**src/rtl/hd_to_mi_loader.sv**
```systemverilog
// hd_to_mi_loader: block-copy engine from the hard-disk model into instruction memory.
// One word per ISSUE -> WAIT (HD_LAT cycles) -> WRITE round trip; busy holds the
// processor off, and done pulses once per request (also for a zero-length request).
// Optional feature: define HD_CHECKSUM_EN to add the checksum_o running-sum port.
module hd_to_mi_loader #(
    parameter int unsigned DATA_W    = 32,
    parameter int unsigned MI_ADDR_W = 12,
    parameter int unsigned HD_ADDR_W = 16,
    parameter int unsigned HD_LAT    = 1
) (
    input  logic                 clock_i,
    input  logic                 reset_i,
    input  logic                 start_i,
    input  logic [HD_ADDR_W-1:0] hd_base_i,
    input  logic [MI_ADDR_W-1:0] mi_base_i,
    input  logic [MI_ADDR_W:0]   word_count_i,
    input  logic [DATA_W-1:0]    hd_rdata_i,
    output logic [HD_ADDR_W-1:0] hd_addr_o,
    output logic                 hd_rd_o,
    output logic [MI_ADDR_W-1:0] mi_addr_o,
    output logic [DATA_W-1:0]    mi_wdata_o,
    output logic                 mi_we_o,
    output logic                 busy_o,
    output logic                 done_o
`ifdef HD_CHECKSUM_EN
    ,
    output logic [DATA_W-1:0]    checksum_o
`endif
);

    typedef enum logic [2:0] {
        StIdle,
        StIssue,
        StWait,
        StWrite,
        StDone
    } state_e;

    // Index of the final WAIT cycle; HD_LAT is limited to 1..15 so it fits in 4 bits.
    localparam logic [3:0] WaitLast = 4'(HD_LAT - 1);

    state_e                 state_q;
    logic [HD_ADDR_W-1:0]   hd_ptr_q;
    logic [MI_ADDR_W-1:0]   mi_ptr_q;
    logic [MI_ADDR_W:0]     remain_q;
    logic [3:0]             wait_cnt_q;
    logic [HD_ADDR_W-1:0]   hd_addr_q;
    logic                   hd_rd_q;
    logic [MI_ADDR_W-1:0]   mi_addr_q;
    logic [DATA_W-1:0]      mi_wdata_q;
    logic                   mi_we_q;
    logic                   busy_q;
    logic                   done_q;

    // Copy FSM with all outputs registered alongside the state.
    always_ff @(posedge clock_i or posedge reset_i) begin
        if (reset_i) begin
            state_q    <= StIdle;
            hd_ptr_q   <= '0;
            mi_ptr_q   <= '0;
            remain_q   <= '0;
            wait_cnt_q <= '0;
            hd_addr_q  <= '0;
            hd_rd_q    <= 1'b0;
            mi_addr_q  <= '0;
            mi_wdata_q <= '0;
            mi_we_q    <= 1'b0;
            busy_q     <= 1'b0;
            done_q     <= 1'b0;
        end else begin
            // Strobes are single-cycle unless a branch below re-asserts them.
            hd_rd_q <= 1'b0;
            mi_we_q <= 1'b0;
            done_q  <= 1'b0;
            unique case (state_q)
                StIdle: begin
                    if (start_i) begin
                        if (word_count_i != '0) begin
                            hd_ptr_q  <= hd_base_i;
                            mi_ptr_q  <= mi_base_i;
                            remain_q  <= word_count_i;
                            hd_addr_q <= hd_base_i;
                            hd_rd_q   <= 1'b1;
                            busy_q    <= 1'b1;
                            state_q   <= StIssue;
                        end else begin
                            done_q  <= 1'b1;
                            state_q <= StDone;
                        end
                    end
                end
                StIssue: begin
                    wait_cnt_q <= '0;
                    state_q    <= StWait;
                end
                StWait: begin
                    if (wait_cnt_q == WaitLast) begin
                        mi_wdata_q <= hd_rdata_i;
                        mi_addr_q  <= mi_ptr_q;
                        mi_we_q    <= 1'b1;
                        state_q    <= StWrite;
                    end else begin
                        wait_cnt_q <= wait_cnt_q + 4'd1;
                    end
                end
                StWrite: begin
                    hd_ptr_q <= hd_ptr_q + HD_ADDR_W'(1);
                    mi_ptr_q <= mi_ptr_q + MI_ADDR_W'(1);
                    remain_q <= remain_q - (MI_ADDR_W + 1)'(1);
                    if (remain_q == (MI_ADDR_W + 1)'(1)) begin
                        busy_q  <= 1'b0;
                        done_q  <= 1'b1;
                        state_q <= StDone;
                    end else begin
                        hd_addr_q <= hd_ptr_q + HD_ADDR_W'(1);
                        hd_rd_q   <= 1'b1;
                        state_q   <= StIssue;
                    end
                end
                StDone: begin
                    state_q <= StIdle;
                end
                default: begin
                    state_q <= StIdle;
                end
            endcase
        end
    end

`ifdef HD_CHECKSUM_EN
    logic [DATA_W-1:0] checksum_q;

    // Running sum of written words; restarts whenever a request is accepted.
    always_ff @(posedge clock_i or posedge reset_i) begin
        if (reset_i) begin
            checksum_q <= '0;
        end else if (state_q == StIdle && start_i) begin
            checksum_q <= '0;
        end else if (state_q == StWrite) begin
            checksum_q <= checksum_q + mi_wdata_q;
        end
    end

    assign checksum_o = checksum_q;
`endif

    assign hd_addr_o  = hd_addr_q;
    assign hd_rd_o    = hd_rd_q;
    assign mi_addr_o  = mi_addr_q;
    assign mi_wdata_o = mi_wdata_q;
    assign mi_we_o    = mi_we_q;
    assign busy_o     = busy_q;
    assign done_o     = done_q;

endmodule
```
**config.mk**
```make
export PLATFORM = sky130hd
export DESIGN_NAME = hd_to_mi_loader
export DESIGN_NICKNAME = d
export VERILOG_FILES = /design/src/rtl/hd_to_mi_loader.sv
export SDC_FILE = /design/constraint.sdc
export NUM_CORES = 1
export LEC_CHECK = 0
export CAP_MARGIN = 5
export CORE_MARGIN = 2
export CORE_UTILIZATION = 51
export CTS_BUF_LIST = sky130_fd_sc_hd__clkbuf_8
export DETAILED_ROUTE_END_ITERATION = 7
export PLACE_DENSITY = 0.83
export SETUP_SLACK_MARGIN = 0.02
export SLEW_MARGIN = 25
export SYNTH_ARGS = -nofsm -noshare
export SYNTH_HDL_FRONTEND = slang
export SYNTH_SLANG_ARGS = --single-unit
```
**constraint.sdc**
```tcl
create_clock -name clock_i -period 4.9 [get_ports clock_i]
set_input_delay 1.47 -clock clock_i [delete_from_list [all_inputs] [get_ports clock_i]]
set_output_delay 1.47 -clock clock_i [all_outputs]
set_load 0.1 [all_outputs]
```
Yosys cells after proc, flatten, opt, wreduce, memory -nomap -nowiden --
Index checks and enable logic that the tools add are counted.
Word-level totals: register bits 112, input port bits 76, output and inout bits 64, word-level logic and storage cells 69
Operators by class: $add $sub $neg 4, equal/unequal tests 10, mux-type cells 32, reduce and logical (&&, ||, !) cells 11
Operators with widths (number):
- $pmux 16 s2 | 2
- $mux 16 | 3
- $mux 13 | 2
- $pmux 13 s2 | 1
- $mux 12 | 2
- $pmux 12 s2 | 1
- $add 16x1->16 const B | 1
- $eq 13x1->1 const B | 1
- $reduce_bool 13->1 | 1
- $sub 13x1->13 const B | 1
- $add 12x1->12 const B | 1
- $mux 3 | 4
- $ne 2x2->1 const B | 6
- $pmux 3 s4 | 1
- $mux 1 | 11
- $pmux 4 s2 | 1
- $reduce_and 4->1 | 2
- $eq 3x2->1 const B | 2
- $pmux 1 s2 | 3
- $reduce_and 2->1 | 3
- $add 4x1->4 const B | 1
- $logic_not 4->1 | 1
- $mux 4 | 1
- $reduce_bool 2->1 | 2
- 3 further kinds | 3

Logic depth before layout (Yosys ltp) --
Gate-level depths: netlist (run 1).
depth after elaboration 4, mapped depth 9, depth with buffers taken out 7

Worst setup path after synthesis (run 1) --
OpenSTA, ideal clock, no wires.
path kind in2reg, from input word_count_i[6], to register hd_ptr_q[14], library setup time 0.125 ns, arrival time 2.728 ns, data required time 4.775 ns, path slack 2.047 ns, stages on the path 5, buffers on the path 0, cells stage by stage nor4_2 -> nand4_4 -> and2_4 -> mux2_4 -> mux2_4
Between the ends: cells in the longest elaborated chain, start to end 3
Ends and longest elaborated chain:
- start: declaration | RTL line 16 | input logic [MI_ADDR_W:0] word_count_i,
- $reduce_bool 13->1 | RTL line 78 | if (word_count_i != '0) begin
- $ne 2x2->1 (no source line)
- $reduce_and 3->1 (no source line)
- end signal: assignment | RTL line 79 | hd_ptr_q <= hd_base_i;
- end signal: assignment | RTL line 107 | hd_ptr_q <= hd_ptr_q + HD_ADDR_W'(1);
- end: declaration | RTL line 43 | logic [HD_ADDR_W-1:0] hd_ptr_q;
Every way passes these cells. A chain may end at the register's enable or synchronous reset.

Final worst setup path (run 1) --
from input word_count_i[1], to register remain_q[11]
Between the ends: cells in the longest elaborated chain, start to end 3
Ends and longest elaborated chain:
- $reduce_bool 13->1 | RTL line 78
- $ne 2x2->1 (no source line)
- $reduce_and 3->1 (no source line)
- end signal: assignment | RTL line 81 | remain_q <= word_count_i;
- end signal: assignment | RTL line 109 | remain_q <= remain_q - (MI_ADDR_W + 1)'(1);
- end: declaration | RTL line 45 | logic [MI_ADDR_W:0] remain_q;
Every way passes these cells.

==> summary.txt, run 1 <==
status = complete, no violations
reg2reg setup slack = 2120 ps
r2r startpoint = state_q[0]
Reg-to-Reg End = remain_q[9]
die span in x = 107 um
asr flop ratio synth = 100%
clk_lat worst skew = 370 ps
post-DR vias/cell = 5.67
Final Hold Vio Count = 0
DP HPWL = 8850 um
CTS Root Cell = clkbuf_8
Syn. warnings = 0
nets = 693
IO Port Bufs = 139
worst endpoint data arrival time = 3730 ps
worst reg2reg path depth = 5
io pins = 140
number of enable flip-flop cells after synthesis = 0
RSZ-0062 raised after global routing = no
largest net degree at the start of global routing = 62
multi-input logic area = 0.00245 sq mm
most frequent cells in the layout = clkdlybuf4s50_1, dfrtp_1, mux2_2
layout cells sized above 1 = 17.0%
Netlist Area Pre-Place = 0.00545 sq mm
post-cts sizing count = 0
clock buffer count from CTS = 9
worst hold path type = flip-flop to flip-flop
Fin Setup TNS = 0 ps
max cap viols = 0
CP Launch Point = word_count_i[1]
TritonRoute pass-1 iters = 5
Layout fillers = 780
die height = 107 um
setup violators final = 0
Post-DRT Antenna Nets = 0
Die ar. = 0.0115 sq mm
ys flop type = dfrtp_1
clk_skew = 15.6 ps
CTS clk-pin slew, worst paths = 110 ps
CP endpoint = remain_q[11]
Wirelength per Cell = 17.1 um
Layout area overhead = 31.0%
Crit Path Class = primary input to flip-flop
Sink Count = 112
critical path fanouts, max = 29
DRT iter0 DRCs = 181
grt total ovfl = 0
Gate Count Post-Synth = 483
FP Rows = 37
TritonCTS clock tree = done
number of antenna violations at the first check in global routing = 0
post-layout min period = 3460 ps
Setup crit end kind = flip-flop
first-pass GRT wire length = 20700 um
period utilization = 70.7%
core footprint = 0.0104 sq mm
placed insts = 736
syn_nets = 565
number of distinct library cells after synthesis = 60
most common cell after layout, fill and taps aside = clkdlybuf4s50_1
synthesized flop and latch total = 112
WHS = 512 ps
CTS H-tree depth = 3
sequential share of the synthesized area = 51.4%
fmax = 289 MHz
CP required = 5170 ps
worst-margin pin slew = 1010 ps
routed wire length = 12900 um
overall global routing resource usage = 22.6%
Antenna Cells = 0
# Post-CTS Setup Buffers = 0
Reg area = 0.00280 sq mm
via count = 4261
vias in the first global route = 4216
Avg Cell Area, Syn = 11.3 sq um
DRC = 0
crit start category = primary input
final slew viol count = 0
Non-Filler Instances = 752
starting density of the core = 52.6%
deepest clock path buffer count = 2
RePlAce Congestion = 0.827
relative slew slack = 32.5%
CTS Hold Bufs = 0
kinds of logic (layout without fill, tap and decap cells):
logic type      after synthesis  in the layout  share of synthesized area, %
compound gates              101            101                          12.6
xor+xnor                     17             17                          2.73
fa+ha+maj                     6              6                          1.38
buf+inv                      40            173                          3.74
flops                       112            112                          51.4
mux                          63             63                          13.5
simple gates                144            144                          14.7
worst max-delay path: stages:
cell and delay [ps]:
clkdlybuf4s50_1 480, nor4_4 360, nand4_4 240, nand2_1 780, nor2_1 110, a311oi_1 270
stage by stage:
step           worst slack (ps)  utilization, %  cell area, sq um
5_1_grt                    1220            68.8              7140
3_5_place_dp               1050            66.6              6900
6_report                   1440            68.8              7140
3_3_place_gp               1150            66.6              6900
2_1_floorplan               471               -              5450
4_1_cts                    1450            68.8              7130
cells in the mapped netlist, types with 3 or more instances:
| cell type | n | area share [%] |
|---|---|---|
| a21oi_1 | 30 | 2.8 |
| a22o_1 | 4 | 0.64 |
| a311oi_1 | 4 | 0.64 |
| and3_1 | 3 | 0.34 |
| buf_2 | 14 | 1.3 |
| buf_4 | 5 | 0.69 |
| clkbuf_1 | 3 | 0.21 |
| dfrtp_1 | 112 | 51 |
| ha_1 | 6 | 1.4 |
| inv_1 | 14 | 0.96 |
| mux2_2 | 50 | 10 |
| mux2_4 | 8 | 2.2 |
| mux2i_1 | 4 | 0.73 |
| nand2_1 | 39 | 2.7 |
| nand3_1 | 18 | 1.7 |
| nand4_1 | 13 | 1.5 |
| nor2_1 | 39 | 2.7 |
| nor3_1 | 8 | 0.73 |
| o21ai_0 | 16 | 1.5 |
| o21ai_1 | 16 | 1.5 |
| o221a_2 | 9 | 1.9 |
| o22ai_1 | 3 | 0.34 |
| o32ai_1 | 3 | 0.48 |
| xnor2_1 | 11 | 1.8 |
| xor2_1 | 6 | 0.96 |
routing by layer:
metal / vias up / track usage [%] / wire [um]
met1: 2063 / 30.6 / 5550
met4: 0 / 6.59 / 209
met5: - / 0 / 0
li1: 2002 / - / -
met3: 20 / 5.08 / 993
met2: 176 / 36.7 / 6110
state kept, by name (all words and copies together), names as in the netlist:
signal / flops
mi_addr_o: 12
done_o: 1
state_q: 3
hd_addr_o: 16
wait_cnt_q: 4
busy_o: 1
hd_rd_o: 1
mi_wdata_o: 32
hd_ptr_q: 16
mi_we_o: 1
remain_q: 13
mi_ptr_q: 12
area by class of cell:
cell class              instances  area share (%)
clock buffers                   9            1.74
repair buffers                141            19.9
flip-flops and latches        112            39.3
inverters                      16           0.911
clock inverters                 7            1.49
multi-input cells             331            34.3
well taps                     136            2.38
worst min-delay path by stage:
stage | startpoint | to | slack [ps] | cells after the start
2_1_floorplan | mi_ptr_q[11] | mi_ptr_q[11] | 450 | 1
4_1_cts | mi_ptr_q[11] | mi_ptr_q[11] | 510 | 1
3_3_place_gp | hd_addr_o[3] | hd_addr_o[3] | 480 | 2
6_report | hd_addr_o[2] | hd_addr_o[2] | 510 | 2
3_5_place_dp | hd_addr_o[3] | hd_addr_o[3] | 480 | 2
5_1_grt | mi_wdata_o[18] | mi_wdata_o[18] | 520 | 1
Power of run 1 is left out: the tool's default activity adds up to more than one toggle a clock period on the data nets, which glitch-free logic cannot reach.
==> run 2: changes to the inputs <==
clock period = 3.29 ns   (was 4.9 ns; I/O delays follow)
==> summary.txt, run 2 (synthesis gave the netlist of run 1 again) <==
Reg area = 0.00280 sq mm
Layout fillers = 797
crit start category = primary input
# Post-CTS Setup Buffers = 0
RSZ-0062 raised after global routing = no
most frequent cells in the layout = dfrtp_1, clkdlybuf4s50_1, buf_4
starting density of the core = 52.6%
vias in the first global route = 4131
TritonRoute pass-1 iters = 4
setup violators final = 0
DRT iter0 DRCs = 238
core footprint = 0.0104 sq mm
Layout area overhead = 28.5%
nets = 700
layout cells sized above 1 = 28.1%
IO Port Bufs = 139
number of antenna violations at the first check in global routing = 0
r2r startpoint = state_q[2]
multi-input logic area = 0.00245 sq mm
met3 WL = 911 um
Antenna Cells = 0
Critical-path top delay cell = a21o_1
Fin Setup TNS = 0 ps
Reg-to-Reg End = hd_ptr_q[3]
die span in x = 107 um
met2 wire length = 6000 um
period utilization = 85.1%
largest net degree at the start of global routing = 113
relative slew slack = 36.0%
CP Launch Point = word_count_i[6]
worst-margin pin slew = 960 ps
slowest stage delay, CP = 490 ps
grt total ovfl = 0
final slew viol count = 0
clock buffer count from CTS = 9
post-layout min period = 2800 ps
Largest register FFs = 32
CP required = 3550 ps
Sink Count = 112
CTS Hold Bufs = 0
overall global routing resource usage = 21.9%
io pins = 140
Die ar. = 0.0115 sq mm
clk_lat worst skew = 370 ps
via count = 4274
CTS H-tree depth = 3
deepest clock path buffer count = 2
die height = 107 um
RePlAce Congestion = 0.851
first-pass GRT wire length = 20100 um
Crit Path Class = primary input to flip-flop
fmax = 357 MHz
Final Hold Vio Count = 0
Post-DRT Antenna Nets = 0
worst reg2reg path depth = 6
CP endpoint = hd_ptr_q[12]
reg2reg setup slack = 1010 ps
TritonCTS clock tree = done
status = complete, no violations
critical path fanouts, max = 19
Setup crit end kind = flip-flop
clk_skew = 15.0 ps
routed wire length = 12600 um
post-DR vias/cell = 5.63
post-cts sizing count = 0
worst endpoint data arrival time = 3060 ps
CTS clk-pin slew, worst paths = 110 ps
CTS Root Cell = clkbuf_8
DRT met1 WL = 5480 um
DRC = 0
DP HPWL = 9000 um
sequence of cells on the critical path = clkdlybuf4s50_1 -> nor4_2 -> nand4_4 -> a21o_1 -> mux2_1
Top Layer Used = met4
FP Rows = 37
worst hold path type = flip-flop to flip-flop
Wirelength per Cell = 16.5 um
most common cell after layout, fill and taps aside = dfrtp_1
max cap viols = 0
==> run 2: changes by cell type in the layout (fill, tap and decap cells not counted), sizes merged <==
cell | before | now
bufinv | 2 | 1
clkdlybuf4s50 | 139 | 75
clkinv | 2 | 3
clkinvlp | 0 | 1
buf | 2 | 73
inv | 19 | 18
==> run 2: worst max-delay path, delay by kind of cell <==
family / cells / cell delay (ps)
AND/OR/NAND/NOR: 2 / 730
buffers and inverters: 1 / 430
AO/OA/AOI/OAI: 1 / 490
multiplexers: 1 / 420
==> run 2: worst min-delay path by stage <==
stage / to / cells past startpoint / start / slack [ps]
floorplan: mi_ptr_q[11] / 1 / mi_ptr_q[11] / 450
detailed placement: hd_addr_o[4] / 2 / hd_addr_o[4] / 490
CTS: mi_wdata_o[25] / 1 / mi_wdata_o[25] / 520
finish: mi_wdata_o[30] / 1 / mi_wdata_o[30] / 520
global placement: hd_addr_o[4] / 2 / hd_addr_o[4] / 480
global route: mi_wdata_o[21] / 1 / mi_wdata_o[21] / 530
==> run 2: cell type report <==
type,instances,share of cell area (%)
Clock inverter,7,1.11
Inverter,16,0.947
Clock buffer,9,1.77
Tap cell,136,2.43
Multi-Input combinational cell,331,35.0
Timing Repair Buffer,148,18.7
Sequential cell,112,40.0
==> run 2: stage by stage <==
step	util [%]	setup WS, ps	hold slack [ps]	cell area (sq um)	instances
floorplan	-	920	454	5460	483
global placement	65.6	187	482	6800	743
CTS	67.5	508	518	7000	759
global route	67.5	395	528	7000	759
finish	67.5	491	517	7000	759
detailed placement	65.6	113	485	6800	743
==> run 2: layer usage <==
layer | global-route usage (%) | up-vias
met4 | 5.22 | 0
met2 | 36.8 | 189
met1 | 29.5 | 2054
met5 | 0 | -
li1 | - | 2017
met3 | 4.06 | 14
Power of run 2 is left out for the same reason.
==> run 3: changes to the inputs <==
ABC_CLOCK_PERIOD_IN_PS = 3000   (was unset)
SETUP_SLACK_MARGIN = unset   (was 0.02)
clock period = 3 ns   (was 3.29 ns; I/O delays follow)
==> summary.txt, run 3 (synthesis gave the netlist of run 1 again) <==
Antenna Cells = 0
period utilization = 84.3%
starting density of the core = 52.6%
setup violators final = 0
TritonRoute pass-1 iters = 5
slowest stage delay, CP = 450 ps
GRT met3 Usage = 3.75%
vias in the first global route = 4222
clk_lat worst skew = 380 ps
multi-input logic area = 0.00245 sq mm
clock buffer count from CTS = 9
final slew viol count = 0
met1 GRT Util = 30.0%
deepest clock path buffer count = 2
Wirelength per Cell = 16.8 um
status = complete, no violations
Layout fillers = 774
Hold Path Stages = 2
first-pass GRT wire length = 20800 um
TritonCTS clock tree = done
DRC = 0
largest net degree at the start of global routing = 101
Layout area overhead = 29.3%
most common cell after layout, fill and taps aside = dfrtp_1
die height = 107 um
reg2reg setup slack = 770 ps
IO Port Bufs = 139
RePlAce Congestion = 0.845
io pins = 140
Critical-path top delay cell = nor4_2
CTS Hold Bufs = 0
met2 global-route usage = 37.4%
fmax = 395 MHz
relative slew slack = 59.0%
post-DR vias/cell = 5.69
most used routing layer = met2
number of antenna violations at the first check in global routing = 0
critical path fanouts, max = 8
die span in x = 107 um
Top cell by count, worst path = mux2_4
Reg-to-Reg End = mi_ptr_q[3]
RSZ-0062 raised after global routing = no
overall global routing resource usage = 22.5%
Crit Path Class = primary input to flip-flop
clk_skew = 20.2 ps
via count = 4346
CP required = 3260 ps
# Post-CTS Setup Buffers = 0
worst hold path type = flip-flop to flip-flop
worst-margin pin slew = 615 ps
DP HPWL = 9250 um
Setup crit end kind = flip-flop
CTS H-tree depth = 3
Post-DRT Antenna Nets = 0
post-cts sizing count = 0
routed wire length = 12800 um
Reg area = 0.00280 sq mm
Fin Setup TNS = 0 ps
post-layout min period = 2530 ps
worst reg2reg path depth = 7
max cap viols = 0
crit start category = primary input
core footprint = 0.0104 sq mm
DRT iter0 DRCs = 189
most frequent cells in the layout = dfrtp_1, buf_4, clkdlybuf4s50_1
CP Launch Point = word_count_i[6]
CTS Root Cell = clkbuf_8
Sink Count = 112
worst endpoint data arrival time = 2790 ps
CP endpoint = hd_ptr_q[14]
layout cells sized above 1 = 29.0%
CTS clk-pin slew, worst paths = 110 ps
Largest register FFs = 32
sequence of cells on the critical path = clkdlybuf4s50_1 -> nor4_2 -> nand4_4 -> and2_4 -> mux2_4 -> mux2_4
WHS = 510 ps
r2r startpoint = state_q[0]
Final Hold Vio Count = 0
nets = 705
grt total ovfl = 0
Die ar. = 0.0115 sq mm
FP Rows = 37
==> run 3: through the flow <==
| step | setup slack, ps | util (%) | instance area, sq um | instances |
|---|---|---|---|---|
| 5_1_grt | 356 | 68.0 | 7050 | 764 |
| 3_3_place_gp | 96.9 | 66.0 | 6850 | 748 |
| 4_1_cts | 471 | 68.0 | 7050 | 764 |
| 2_1_floorplan | 717 | - | 5460 | 483 |
| 6_report | 471 | 68.0 | 7050 | 764 |
| 3_5_place_dp | 80.8 | 66.0 | 6850 | 748 |
==> run 3: routing by layer <==
metal,part of all wire (%),vias up,wire (um)
li1,-,2025,-
met4,1.6,0,210
met5,0,-,0
met3,7.4,25,945
met1,44,2105,5590
met2,47,191,6070
==> run 3: critical path: cells and delay by family <==
family	cells	cell delay, ps
buf+inv	1	440
mux	2	540
simple gates	3	900
==> run 3: area by class of cell <==
type / instances / share of cell area (%)
flip-flops and latches: 112 / 39.8
multi-input cells: 331 / 34.7
repair buffers: 153 / 19.3
well taps: 136 / 2.41
clock buffers: 9 / 1.76
clock inverters: 7 / 1.12
inverters: 16 / 0.941
==> run 3: worst min-delay path by stage <==
stage | start | endpoint | slack [ps]
final | hd_addr_o[2] | hd_addr_o[2] | 510
after global routing | mi_ptr_q[11] | mi_ptr_q[11] | 530
after CTS | hd_addr_o[2] | hd_addr_o[2] | 510
after detailed placement | hd_addr_o[4] | hd_addr_o[4] | 480
after global placement | hd_addr_o[2] | hd_addr_o[2] | 490
after floorplan | mi_ptr_q[11] | mi_ptr_q[11] | 450
Power of run 3 is left out for the same reason.
